`src/rtl/neuron_accumulator.sv`:
```
// Saturating signed accumulator: sums a stream of product terms, adds a per-vector bias,
// optionally applies ReLU, and hands one result per vector over valid/ready.
module neuron_accumulator #(
    parameter int unsigned IN_W  = 20,
    parameter int unsigned ACC_W = 22,
    parameter int unsigned CNT_W = 10
) (
    input  logic                    i_clk,
    input  logic                    i_rst,
    input  logic                    i_in_valid,
    output logic                    o_in_ready,
    input  logic signed [IN_W-1:0]  i_in_data,
    input  logic                    i_in_last,
    input  logic signed [ACC_W-1:0] i_bias,
    input  logic                    i_relu_en,
    output logic                    o_out_valid,
    input  logic                    i_out_ready,
    output logic signed [ACC_W-1:0] o_out_data,
    output logic                    o_out_ovf,
    output logic [CNT_W-1:0]        o_out_count
);

    localparam logic [1:0] S_ACC   = 2'd0;
    localparam logic [1:0] S_FINAL = 2'd1;
    localparam logic [1:0] S_HOLD  = 2'd2;

    localparam logic [ACC_W-1:0] ACC_MAX = {1'b0, {(ACC_W-1){1'b1}}};
    localparam logic [ACC_W-1:0] ACC_MIN = {1'b1, {(ACC_W-1){1'b0}}};

    logic [1:0]              r_state;
    logic signed [ACC_W-1:0] r_acc;
    logic                    r_ovf;
    logic [CNT_W-1:0]        r_cnt;
    logic signed [ACC_W-1:0] r_bias;
    logic                    r_relu;
    logic signed [ACC_W-1:0] r_out_data;
    logic                    r_out_ovf;
    logic [CNT_W-1:0]        r_out_count;

    logic [ACC_W:0]          w_sum_in;
    logic [ACC_W:0]          w_sum_bias;
    logic                    w_acc_clip;
    logic                    w_res_clip;
    logic [ACC_W-1:0]        w_acc_sat;
    logic [ACC_W-1:0]        w_res_sat;
    logic [ACC_W-1:0]        w_res;

    // One guard bit: top two bits disagreeing means the ACC_W-bit result overflowed.
    assign w_sum_in   = {r_acc[ACC_W-1], r_acc}
                      + {{(ACC_W+1-IN_W){i_in_data[IN_W-1]}}, i_in_data};
    assign w_sum_bias = {r_acc[ACC_W-1], r_acc} + {r_bias[ACC_W-1], r_bias};

    assign w_acc_clip = w_sum_in[ACC_W] ^ w_sum_in[ACC_W-1];
    assign w_res_clip = w_sum_bias[ACC_W] ^ w_sum_bias[ACC_W-1];

    assign w_acc_sat = w_acc_clip ? (w_sum_in[ACC_W] ? ACC_MIN : ACC_MAX)
                                  : w_sum_in[ACC_W-1:0];
    assign w_res_sat = w_res_clip ? (w_sum_bias[ACC_W] ? ACC_MIN : ACC_MAX)
                                  : w_sum_bias[ACC_W-1:0];
    assign w_res     = (r_relu && w_res_sat[ACC_W-1]) ? '0 : w_res_sat;

    always_ff @(posedge i_clk) begin
        if (i_rst) begin
            r_state     <= S_ACC;
            r_acc       <= '0;
            r_ovf       <= 1'b0;
            r_cnt       <= '0;
            r_bias      <= '0;
            r_relu      <= 1'b0;
            r_out_data  <= '0;
            r_out_ovf   <= 1'b0;
            r_out_count <= '0;
        end else begin
            case (r_state)
                S_ACC: begin
                    if (i_in_valid) begin
                        r_acc <= w_acc_sat;
                        r_ovf <= r_ovf | w_acc_clip;
                        if (r_cnt != {CNT_W{1'b1}}) begin
                            r_cnt <= r_cnt + 1'b1;
                        end
                        if (i_in_last) begin
                            r_bias  <= i_bias;
                            r_relu  <= i_relu_en;
                            r_state <= S_FINAL;
                        end
                    end
                end
                S_FINAL: begin
                    r_out_data  <= w_res;
                    r_out_ovf   <= r_ovf | w_res_clip;
                    r_out_count <= r_cnt;
                    r_state     <= S_HOLD;
                end
                S_HOLD: begin
                    if (i_out_ready) begin
                        r_acc   <= '0;
                        r_ovf   <= 1'b0;
                        r_cnt   <= '0;
                        r_state <= S_ACC;
                    end
                end
                default: r_state <= S_ACC;
            endcase
        end
    end

    assign o_in_ready  = (r_state == S_ACC);
    assign o_out_valid = (r_state == S_HOLD);
    assign o_out_data  = r_out_data;
    assign o_out_ovf   = r_out_ovf;
    assign o_out_count = r_out_count;

endmodule
```
`config.mk`:
```
export PLATFORM = sky130hd
export DESIGN_NAME = neuron_accumulator
export DESIGN_NICKNAME = d
export VERILOG_FILES = /design/src/rtl/neuron_accumulator.sv
export SDC_FILE = /design/constraint.sdc
export NUM_CORES = 1
export LEC_CHECK = 0
export CAP_MARGIN = 20
export CORE_MARGIN = 2
export CORE_UTILIZATION = 50
export DETAILED_ROUTE_END_ITERATION = 7
export GPL_ROUTABILITY_DRIVEN = 0
export PLACE_DENSITY = 0.83
export RECOVER_POWER = 100
export SKIP_LAST_GASP = 1
export SYNTH_ARGS = -nofsm -noshare
export SYNTH_HDL_FRONTEND = slang
export SYNTH_SLANG_ARGS = --single-unit
```
`constraint.sdc`:
```
create_clock -name i_clk -period 2.95 [get_ports i_clk]
set_input_delay 0.59 -clock i_clk [delete_from_list [all_inputs] [get_ports i_clk]]
set_output_delay 0.59 -clock i_clk [all_outputs]
set_load 0.05 [all_outputs]
```
==> metrics.txt, run 1 <==
Final Skew 0.0127 ns; Reg2Reg Setup Slack 0.09 ns; FMAX 337 MHz; PD cells 790 mW/mm^2; syn_nets 815; Tmin final 2.97 ns; hold-fix buffers at CTS 0; Avg Cell Area, Syn 8.04 sq um; clk_lat worst skew 0.35 ns; HP Class reg -> reg; NetSw 0.00262 W; Pins Over Slew Limit 0; Cell Area, Placed 0.00722 sq mm; die area 0.0124 sq mm; most frequent cell after synthesis nand2_1; Final Cell Area 0.00797 sq mm; Req. time, crit path 3.23 ns; Finished Layout Cells 1014; Die W 112 microns; Finished Core Util 70.1%; Rows 39; worst reg2reg path endpoint r_acc[5]$_SDFFE_PP0P_; Crit path arrival time 3.25 ns; sequential power share 26.4%; final setup violation count 1; Initial DRT Pass Iterations 7; share of cells above drive strength 1 19.5%; P_int 0.00368 W; Synth Flop Type dfxtp_1; top cells by area, synth dfxtp_1, ha_1, nand2_1; DR WL/cell 18.0 microns; worst hold start o_out_data[16]$_SDFFE_PP0N_; vias in the first global route 5860; Die H 112 microns; worst hold path depth 2; Gate Count Post-Synth 720; yosys warns 0; area growth from synthesis to layout 37.7%; fin worst setup slack -0.0190 ns; critical path type in -> reg; Slew HR 29.4%; global-route wire length before repair 27400 microns; total number of H-tree levels 3; DR iter-0 viols 496; crit path from i_in_data[8]; asr flop ratio synth 0%; Final ANT Viol Nets 0; # port buffers 82; mapped cell area 0.00579 sq mm; fin crit share 101%; Clock transition at path regs 0.07 ns; dpl cells 986; number of synthesized flops with an enable pin 0; CTS buffer count 9; Yosys top cell by area dfxtp_1; startpoint types input port; ANT cells 0; Crit Path Max Fanout 12; post-synthesis sequential area ratio 31.5%; DP HPWL 12400 microns; Worst R2R Start r_acc[0]$_SDFFE_PP0P_; Crit. End Element flop; Filler cells 832; status complete, but fails checks; CTS sink cnt 91; CTS tree done; endpoints failing hold 0; Final nets 961; pin count of the biggest net entering global routing 25; post-synthesis register bit count 91; initial antenna violation count 0; # DRC 0; starting density of the core 50.9%; Peak VDD IR 0.511 mV; max cap viols 0; Yosys cell types 74; Gate power share 55.7%; switching share of power 41.6%; Clk pwr share 17.8%; leading cell types by count after synthesis nand2_1, dfxtp_1, a21oi_1; Min-Delay Endpoint o_out_data[16]$_SDFFE_PP0N_; via/cell ratio 6.09; I/O Pins 83; Congestion Overflow GR 0; Total Wirelength 18300 microns; via count 6172; Worst Tran Pin Value 1.06 ns; gr usage total 26.6%; share of the synthesized area in the top cell type 31.5%; failing checks negative setup slack; leakage power 3.33 nW; Core Footprint 0.0114 sq mm; CTS root buf clkbuf_16; reg2reg path depth 11; Clock Path Buffers 2
-- what timing repair did --
action / in CTS / in global routing
cloned: 1 / 1
pin swaps: 12 / 25
buffers inserted: 4 / 6
gates resized for setup: 31 / 51
endpoints found under the setup margin: 23 / 46
-- worst max-delay path: stages --
cell and delay, ns:
clkdlybuf4s50_1 0.48, ha_4 0.32, buf_4 0.13, nand4_1 0.14, nor2_2 0.18, o311ai_4 0.14
a21oi_2 0.23, o22a_1 0.22, o211ai_4 0.11, buf_6 0.17, maj3_1 0.37, o21ai_1 0.15
-- routing by layer --
layer,vias to the layer above,part of all wire (%),track usage [%]
li1,2923,-,-
met2,280,49,47.0
met5,-,0,0
met4,0,4.6,13.4
met3,78,5.5,2.99
met1,2891,41,32.0
-- state kept, by name, summed over array words and instances (netlist names) --
name	count
o_out_ovf	1
o_out_count	10
r_bias	22
r_acc	22
r_ovf	1
r_state	2
o_out_data	22
r_relu	1
r_cnt	10
-- cells by family (layout without fill, tap and decap cells) --
group / after synthesis / count (layout) / synth area share [%]
buf+inv: 47 / 197 / 3.50
xor+xnor: 37 / 37 / 5.60
flops: 91 / 91 / 31.5
mux: 1 / 1 / 0.173
compound gates: 227 / 228 / 26.9
simple gates: 261 / 261 / 20.3
fa+ha+maj: 56 / 56 / 12.0
-- how the worst max path moves through the flow --
stage,endpoint,slack (ns),depth (start not counted)
after floorplan,r_acc[10]$_SDFFE_PP0P_,0.04,12
after global placement,r_acc[1]$_SDFFE_PP0P_,-0.50,12
after detailed placement,r_acc[2]$_SDFFE_PP0P_,-0.69,12
after CTS,r_acc[5]$_SDFFE_PP0P_,-0.01,12
after global routing,r_acc[5]$_SDFFE_PP0P_,-0.08,11
final,r_acc[5]$_SDFFE_PP0P_,-0.02,12
-- cells in the final DEF (no fill, tap or decap), drive strengths merged, types with 3 or more instances in the layout --
master,synthesis,final
o31a,3,3
clkbuf,20,14
a31oi,6,7
a21oi,68,68
nor2b,4,4
ha,45,45
o41ai,3,3
a2111oi,6,6
o21a,11,11
o21ai,55,55
and2,3,3
o31ai,4,4
xor2,11,11
dlymetal6s2s,0,4
a21o,18,18
dlygate4sd3,0,37
a211o,3,3
nor3,31,31
nand3,17,17
inv,12,14
buf,14,84
a221o,10,10
nand2b,9,9
nand2,120,120
nor3b,4,4
xnor2,26,26
o221ai,3,3
and3,14,14
o211ai,3,3
clkdlybuf4s50,0,40
a211oi,12,12
or3,3,3
dfxtp,91,91
nor2,50,50
maj3,9,9
-- stage by stage --
step | hold slack [ns] | TNS (ns) | setup slack (ns) | total power [W]
2_1_floorplan | 0.440 | 0 | 0.0444 | 0.00349
3_3_place_gp | 0.436 | -10.64 | -0.499 | 0.00439
5_1_grt | 0.471 | -0.910 | -0.0836 | 0.00659
6_report | 0.443 | -0.0190 | -0.0190 | 0.00630
4_1_cts | 0.451 | -0.0147 | -0.0147 | 0.00585
3_5_place_dp | 0.443 | -14.22 | -0.689 | 0.00451
-- power groups by stage --
stage / Sequential [W] / Combinational [W] / Clock [W]
after floorplan: 0.00160 / 0.00189 / 0
after global placement: 0.00163 / 0.00275 / 0
after detailed placement: 0.00164 / 0.00287 / 0
after CTS: 0.00162 / 0.00311 / 0.00112
after global routing: 0.00167 / 0.00374 / 0.00119
final: 0.00167 / 0.00351 / 0.00112
-- area by class of cell --
type | instances | area, sq um | area share [%]
clock buffers | 11 | 253 | 3.17
clock inverters | 5 | 42.5 | 0.534
inverters | 12 | 45.0 | 0.565
multi-input cells | 583 | 4130 | 51.8
flip-flops and latches | 91 | 1820 | 22.9
well taps | 143 | 179 | 2.25
repair buffers | 169 | 1500 | 18.8
Note: power is estimated with default switching activity, not from simulation.
==> run 2, diff against run 1 <==
Settings changed: REMOVE_ABC_BUFFERS from default to 1.
==> run 2 against run 1 <==
- the flow still finishes with violations (negative setup slack)
- clock-buffer cell count up 1
- setup slack worse by 0.049 ns
- cell count up 0.59%
- utilization up 1.8 points
- sequential share of layout area down 0.51 points
- final area up 2.5%
- sequential cell count unchanged
- fmax down 1.6%
- via count up 2.7%
- routed wire length up 5.2%
- first-iteration DRC count down 5.4%
- critical path depth down 1
- largest cell class unchanged
- highest routed layer unchanged
==> metrics.txt, run 2 (synthesis gave the netlist of run 1 again) <==
status complete, but fails checks (unchanged); failing checks negative setup slack (unchanged); Congestion Overflow GR 0 (unchanged); CTS sink cnt 91 (unchanged); Gate power share 57.9% (was 55.7%); switching share of power 41.4% (was 41.6%); I/O Pins 83 (unchanged); Final nets 967 (was 961); Crit path arrival time 3.25 ns (about the same); ANT cells 0 (unchanged); sequential power share 25.7% (was 26.4%); Final Skew 0.0112 ns (was 0.0127 ns); NetSw 0.00271 W (was 0.00262 W); Crit. End Element flop (unchanged); # DRC 0 (unchanged); hold-fix buffers at CTS 0 (unchanged); Setup crit end r_acc[19]$_SDFFE_PP0P_ (was r_acc[5]$_SDFFE_PP0P_); Slew HR 28.6% (was 29.4%); Worst Hold Margin 0.447 ns (was 0.443 ns); PD cells 802 mW/mm^2 (was 790 mW/mm^2); fin crit share 102% (was 101%); # port buffers 82 (unchanged); startpoint types input port (unchanged); Clk pwr share 16.4% (was 17.8%); reg2reg path depth 13 (was 11); DR iter-0 viols 469 (was 496); Req. time, crit path 3.18 ns (was 3.23 ns); total number of H-tree levels 3 (unchanged); most frequent cells in the layout nand2_1, dfxtp_1, buf_4 (unchanged); initial antenna violation count 0 (unchanged); P_int 0.00384 W (was 0.00368 W); Crit Path Max Fanout 4 (was 12); CTS root buf clkbuf_16 (unchanged); Pwr Total 0.00655 W (was 0.00630 W); commonest non-fill, non-tap cell in the layout nand2_1 (unchanged); worst reg2reg path endpoint r_acc[1]$_SDFFE_PP0P_ (was r_acc[5]$_SDFFE_PP0P_); Final ANT Viol Nets 0 (unchanged); Die W 112 microns (unchanged); Total Wirelength 19200 microns (was 18300 microns); vias in the first global route 5861 (was 5860); Core Footprint 0.0114 sq mm (unchanged); via count 6340 (was 6172); multi-input logic area 0.00425 sq mm (was 0.00413 sq mm); starting density of the core 50.9% (unchanged); Pins Over Slew Limit 0 (unchanged); Clock transition at path regs 0.07 ns (about the same); CTS buffer count 9 (unchanged); Worst Tran Pin Value 1.07 ns (was 1.06 ns); leakage power 3.44 nW (was 3.33 nW); Clock Path Buffers 2 (unchanged); Crit path max-delay family compound AO/OA/AOI/OAI gates (unchanged); HP Class reg -> reg (unchanged); DP HPWL 12200 microns (was 12400 microns); Die H 112 microns (unchanged); fin worst setup slack -0.0676 ns (was -0.0190 ns); slowest stage delay, CP 0.46 ns (was 0.48 ns); pin count of the biggest net entering global routing 25 (unchanged); max cap viols 0 (unchanged); endpoints failing hold 0 (unchanged); critical path's slowest cell clkdlybuf4s50_1 (unchanged); die area 0.0124 sq mm (unchanged); via/cell ratio 6.22 (was 6.09); Initial DRT Pass Iterations 5 (was 7); DR WL/cell 18.8 microns (was 18.0 microns); share of cells above drive strength 1 22.1% (was 19.5%); Tmin final 3.02 ns (was 2.97 ns); global-route wire length before repair 27500 microns (was 27400 microns); area growth from synthesis to layout 41.2% (was 37.7%); CTS tree done (unchanged); FMAX 331 MHz (was 337 MHz); Peak VDD IR 0.525 mV (was 0.511 mV); Rows 39 (unchanged); Buf+Inv Stages, Crit Path 2 (was 3); Worst R2R Start r_acc[0]$_SDFFE_PP0P_ (unchanged); gr usage total 26.5% (was 26.6%); critical path type in -> reg (unchanged); critical-path cell list clkdlybuf4s50_1 > ha_4 > buf_4 > nor3_1 > o21ai_0 > a21oi_2 > o221ai_2 > nor3b_4 > o41a_1 > xor2_1 > a221o_1 (was clkdlybuf4s50_1 > ha_4 > buf_4 > nand4_1 > nor2_2 > o311ai_4 > a21oi_2 > o22a_1 > o211ai_4 > buf_6 > maj3_1 > o21ai_1); Filler cells 807 (was 832); register area 0.00183 sq mm (was 0.00182 sq mm); Reg2Reg Setup Slack 0 ns (was 0.09 ns); clk_lat worst skew 0.34 ns (was 0.35 ns); final setup violation count 4 (was 1); Crit path depth 11 (was 12); crit path from i_in_data[4] (was i_in_data[8])
[run 2: changes by cell type in the layout (fill, tap and decap cells not counted), moves of 4 or more]
cell,delta
buf_6,+5
clkdlybuf4s50_1,-7
dlymetal6s2s_1,+4
ha_1,-4
ha_4,+7
o21ai_1,-4
[run 2: layout make-up]
type | count | area share, %
clock buffers | 12 | 3.14
clock inverters | 4 | 0.306
inverters | 12 | 0.551
multi-input cells | 583 | 52.1
flip-flops and latches | 91 | 22.4
well taps | 143 | 2.19
repair buffers | 175 | 19.4
[run 2: worst min-delay path by stage]
stage                                            from                           to  slack [ns]  depth (start not counted)
final                     o_out_data[13]$_SDFFE_PP0N_  o_out_data[13]$_SDFFE_PP0N_        0.45                          2
after global routing      o_out_data[12]$_SDFFE_PP0N_  o_out_data[12]$_SDFFE_PP0N_        0.46                          2
after CTS                 o_out_count[4]$_SDFFE_PP0N_  o_out_count[4]$_SDFFE_PP0N_        0.45                          2
after detailed placement  o_out_data[17]$_SDFFE_PP0N_  o_out_data[17]$_SDFFE_PP0N_        0.45                          2
after global placement     o_out_data[0]$_SDFFE_PP0N_   o_out_data[0]$_SDFFE_PP0N_        0.44                          2
after floorplan                r_bias[0]$_SDFFE_PP0P_       r_bias[0]$_SDFFE_PP0P_        0.43                          2
[run 2: power by group through the flow]
stage,logic [W],clock network (W),registers [W]
floorplan,0.00183,0,0.00160
global placement,0.00271,0,0.00163
detailed placement,0.00283,0,0.00163
CTS,0.00324,0.00108,0.00161
global route,0.00401,0.00113,0.00169
finish,0.00379,0.00107,0.00169
[run 2: tightest hold or removal path: stages (launching register included)]
cell     delay, ns
dfxtp_1       0.30
nand2_1       0.05
o21ai_1       0.05
[run 2: timing repair]
action | 4_1_cts | 5_1_grt
cloned | 4 | 1
buffers inserted | 9 | 6
gates resized for setup | 51 | 64
pin swaps | 22 | 27
setup endpoints to repair | 23 | 46
[run 2: layer usage]
layer	wire [microns]	share of wire, %	track usage, %	vias to the layer above
li1	-	-	-	2912
met1	7500	39	32.4	2978
met2	9370	49	46.7	357
met3	1390	7.2	3.70	93
met4	949	4.9	11.1	0
met5	0	0	0	-
[run 2: stage by stage]
| step | instance area [sq um] | utilization (%) | TNS, ns | cells | setup slack [ns] |
|---|---|---|---|---|---|
| final | 8170 | 71.8 | -0.0980 | 1020 | -0.0676 |
| after floorplan | 5630 | - | -4.86 | 685 | -0.212 |
| after global routing | 8170 | 71.8 | -2.44 | 1020 | -0.117 |
| after detailed placement | 7180 | 63.2 | -14.27 | 984 | -0.662 |
| after CTS | 7760 | 68.3 | -0.00679 | 1013 | -0.00679 |
| after global placement | 7180 | 63.2 | -11.42 | 984 | -0.526 |
==> run 3, diff against run 2 <==
Settings changed: CORE_UTILIZATION 50 to 55.
Clock period 2.95 ns to 3.5 ns, I/O delays scaled along.
==> run 3 against run 2 <==
- the run now ends clean
- critical path depth up 2
- routed wire length fell by 21%
- cell count decreased by 6.3%
- die area down 8.8%
- combinational power down 40%
- worst hold slack better by 0.0010 ns
- via count decreased by 9.9%
- largest power group unchanged
- critical path type unchanged
- sequential cell count is the same
- setup slack improved by 0.27 ns
- sequential power down 19%
==> metrics.txt, run 3 (synthesis gave the netlist of run 1 again) <==
PD cells 630 mW/mm^2 (was 802 mW/mm^2); # DRC 0 (unchanged); Die W 107 microns (was 112 microns); via/cell ratio 5.97 (was 6.22); Initial DRT Pass Iterations 5 (unchanged); area growth from synthesis to layout 23.6% (was 41.2%); multi-input logic area 0.00378 sq mm (was 0.00425 sq mm); # port buffers 82 (unchanged); critical-path cell list clkdlybuf4s50_1 > ha_1 > inv_1 > fa_1 > nor2b_2 > o31ai_2 > a2111oi_2 > nor2_2 > o21ai_4 > buf_4 > a221oi_1 > xnor2_1 > a221o_1 (was clkdlybuf4s50_1 > ha_4 > buf_4 > nor3_1 > o21ai_0 > a21oi_2 > o221ai_2 > nor3b_4 > o41a_1 > xor2_1 > a221o_1); startpoint types input port (unchanged); setup repair after global routing missed its margin no; Finished Core Util 69.6% (was 71.8%); Final Skew 0.0103 ns (was 0.0112 ns); Cell Area, Placed 0.00689 sq mm (was 0.00718 sq mm); clk_lat worst skew 0.37 ns (was 0.34 ns); DR WL/cell 15.9 microns (was 18.8 microns); Tmin final 3.30 ns; Congestion Overflow GR 0 (unchanged); Total Wirelength 15200 microns (was 19200 microns); CTS tree done (unchanged); starting density of the core 56.3% (was 50.9%); DP HPWL 11600 microns (was 12200 microns); reg2reg path depth 10 (was 13); Req. time, crit path 3.76 ns (was 3.18 ns); leakage power 3.02 nW (was 3.44 nW); CTS root buf clkbuf_8 (was clkbuf_16); critical path's slowest cell a2111oi_2 (was clkdlybuf4s50_1); Slew HR 22.4% (was 28.6%); global-route wire length before repair 25300 microns (was 27500 microns); fin crit share 94.2%; Crit path arrival time 3.55 ns (was 3.25 ns); max cap viols 0 (unchanged); initial antenna violation count 0 (unchanged); Crit Path Max Fanout 4 (unchanged); Final ANT Viol Nets 0 (unchanged); I/O Pins 83 (unchanged); vias in the first global route 5434 (was 5861); Clock Path Buffers 2 (unchanged); final setup violation count 0 (was 4); gr usage total 27.3% (was 26.5%); HP Class reg -> reg (unchanged); Clock transition at path regs 0.08 ns (was 0.07 ns); endpoints failing hold 0 (unchanged); status complete, no violations (was complete, but fails checks); Worst Tran Pin Value 1.16 ns (was 1.07 ns); via count 5711 (was 6340); slowest stage delay, CP 0.47 ns (was 0.46 ns); Core Footprint 0.0103 sq mm (was 0.0114 sq mm); Die H 107 microns (was 112 microns); Final Cell Area 0.00715 sq mm (was 0.00817 sq mm); most frequent cells in the layout nand2_1, dfxtp_1, a21oi_1 (was nand2_1, dfxtp_1, buf_4); Pins Over Slew Limit 0 (unchanged); DR iter-0 viols 334 (was 469); register area 0.00182 sq mm (was 0.00183 sq mm); pin count of the biggest net entering global routing 28 (was 25); total number of H-tree levels 3 (unchanged); Filler cells 838 (was 807); FMAX 303 MHz; share of cells above drive strength 1 9.02% (was 22.1%); CTS sink cnt 91 (unchanged); worst hold path depth 2 (unchanged); Rows 37 (was 39); Final nets 910 (was 967); critical path type in -> reg (unchanged); Pwr Total 0.00450 W (was 0.00655 W); Worst Hold Margin 0.448 ns (was 0.447 ns); Crit. End Element flop (unchanged); ANT cells 0 (unchanged); commonest non-fill, non-tap cell in the layout nand2_1 (unchanged); CTS buffer count 9 (unchanged); hold-fix buffers at CTS 0 (unchanged); die area 0.0114 sq mm (was 0.0124 sq mm); setup TNS 0 ns (was -0.0980 ns); Peak VDD IR 0.487 mV (was 0.525 mV)
## run 3: cell count changes in the layout (fill, tap and decap cells not counted), sizes merged
cell,before,now
buf,91,33
bufinv,0,3
clkbuf,15,12
clkdlybuf4s15,1,0
clkdlybuf4s50,33,45
clkinv,2,3
clkinvlp,2,1
dlygate4sd2,2,0
dlymetal6s2s,8,0
## run 3: critical path: cells and delay by family
kind	cells	cell delay (ns)
compound gates	5	1.21
buf+inv	3	0.68
fa+ha+maj	2	0.55
simple gates	2	0.27
xor+xnor	1	0.14
## run 3: final cells by class
cell class,instances,share of cell area (%)
inverters,12,0.630
flip-flops and latches,91,25.5
repair buffers,118,15.2
multi-input cells,583,52.9
clock buffers,9,1.73
clock inverters,7,1.63
well taps,136,2.38
## run 3: power by group
group / switching, W / internal, W
registers: 0.000185 / 0.00118
logic: 0.00126 / 0.00103
clock network: 0.000370 / 0.000473
total: 0.00182 / 0.00268
## run 3: metrics by stage
stage	setup slack [ns]	cells
finish	0.202	956
global route	0.0203	956
floorplan	0.338	685
detailed placement	-0.213	938
CTS	0.169	954
global placement	-0.121	937
## run 3: worst paths after layout
check                               from                          end  slack [ns]
max                         i_in_data[0]       r_acc[20]$_SDFFE_PP0P_        0.20
max reg2reg        r_acc[9]$_SDFFE_PP0P_   o_out_data[9]$_SDFFE_PP0N_        0.28
min          o_out_data[14]$_SDFFE_PP0N_  o_out_data[14]$_SDFFE_PP0N_        0.45
min reg2reg  o_out_data[14]$_SDFFE_PP0N_  o_out_data[14]$_SDFFE_PP0N_        0.45
## run 3: metal layers
metal / GRT usage, % / vias up / part of all wire [%]
met5: 0 / - / 0
met4: 10.2 / 0 / 3.1
met3: 4.23 / 48 / 7.0
met1: 35.5 / 2621 / 42
li1: - / 2810 / -
met2: 45.6 / 232 / 48
## run 3: repair_timing
item | 4_1_cts | 5_1_grt
endpoints found under the setup margin | 0 | 20
resized for setup | 0 | 8
buffers inserted | 0 | 1
hold endpoints to repair | 0 | 0
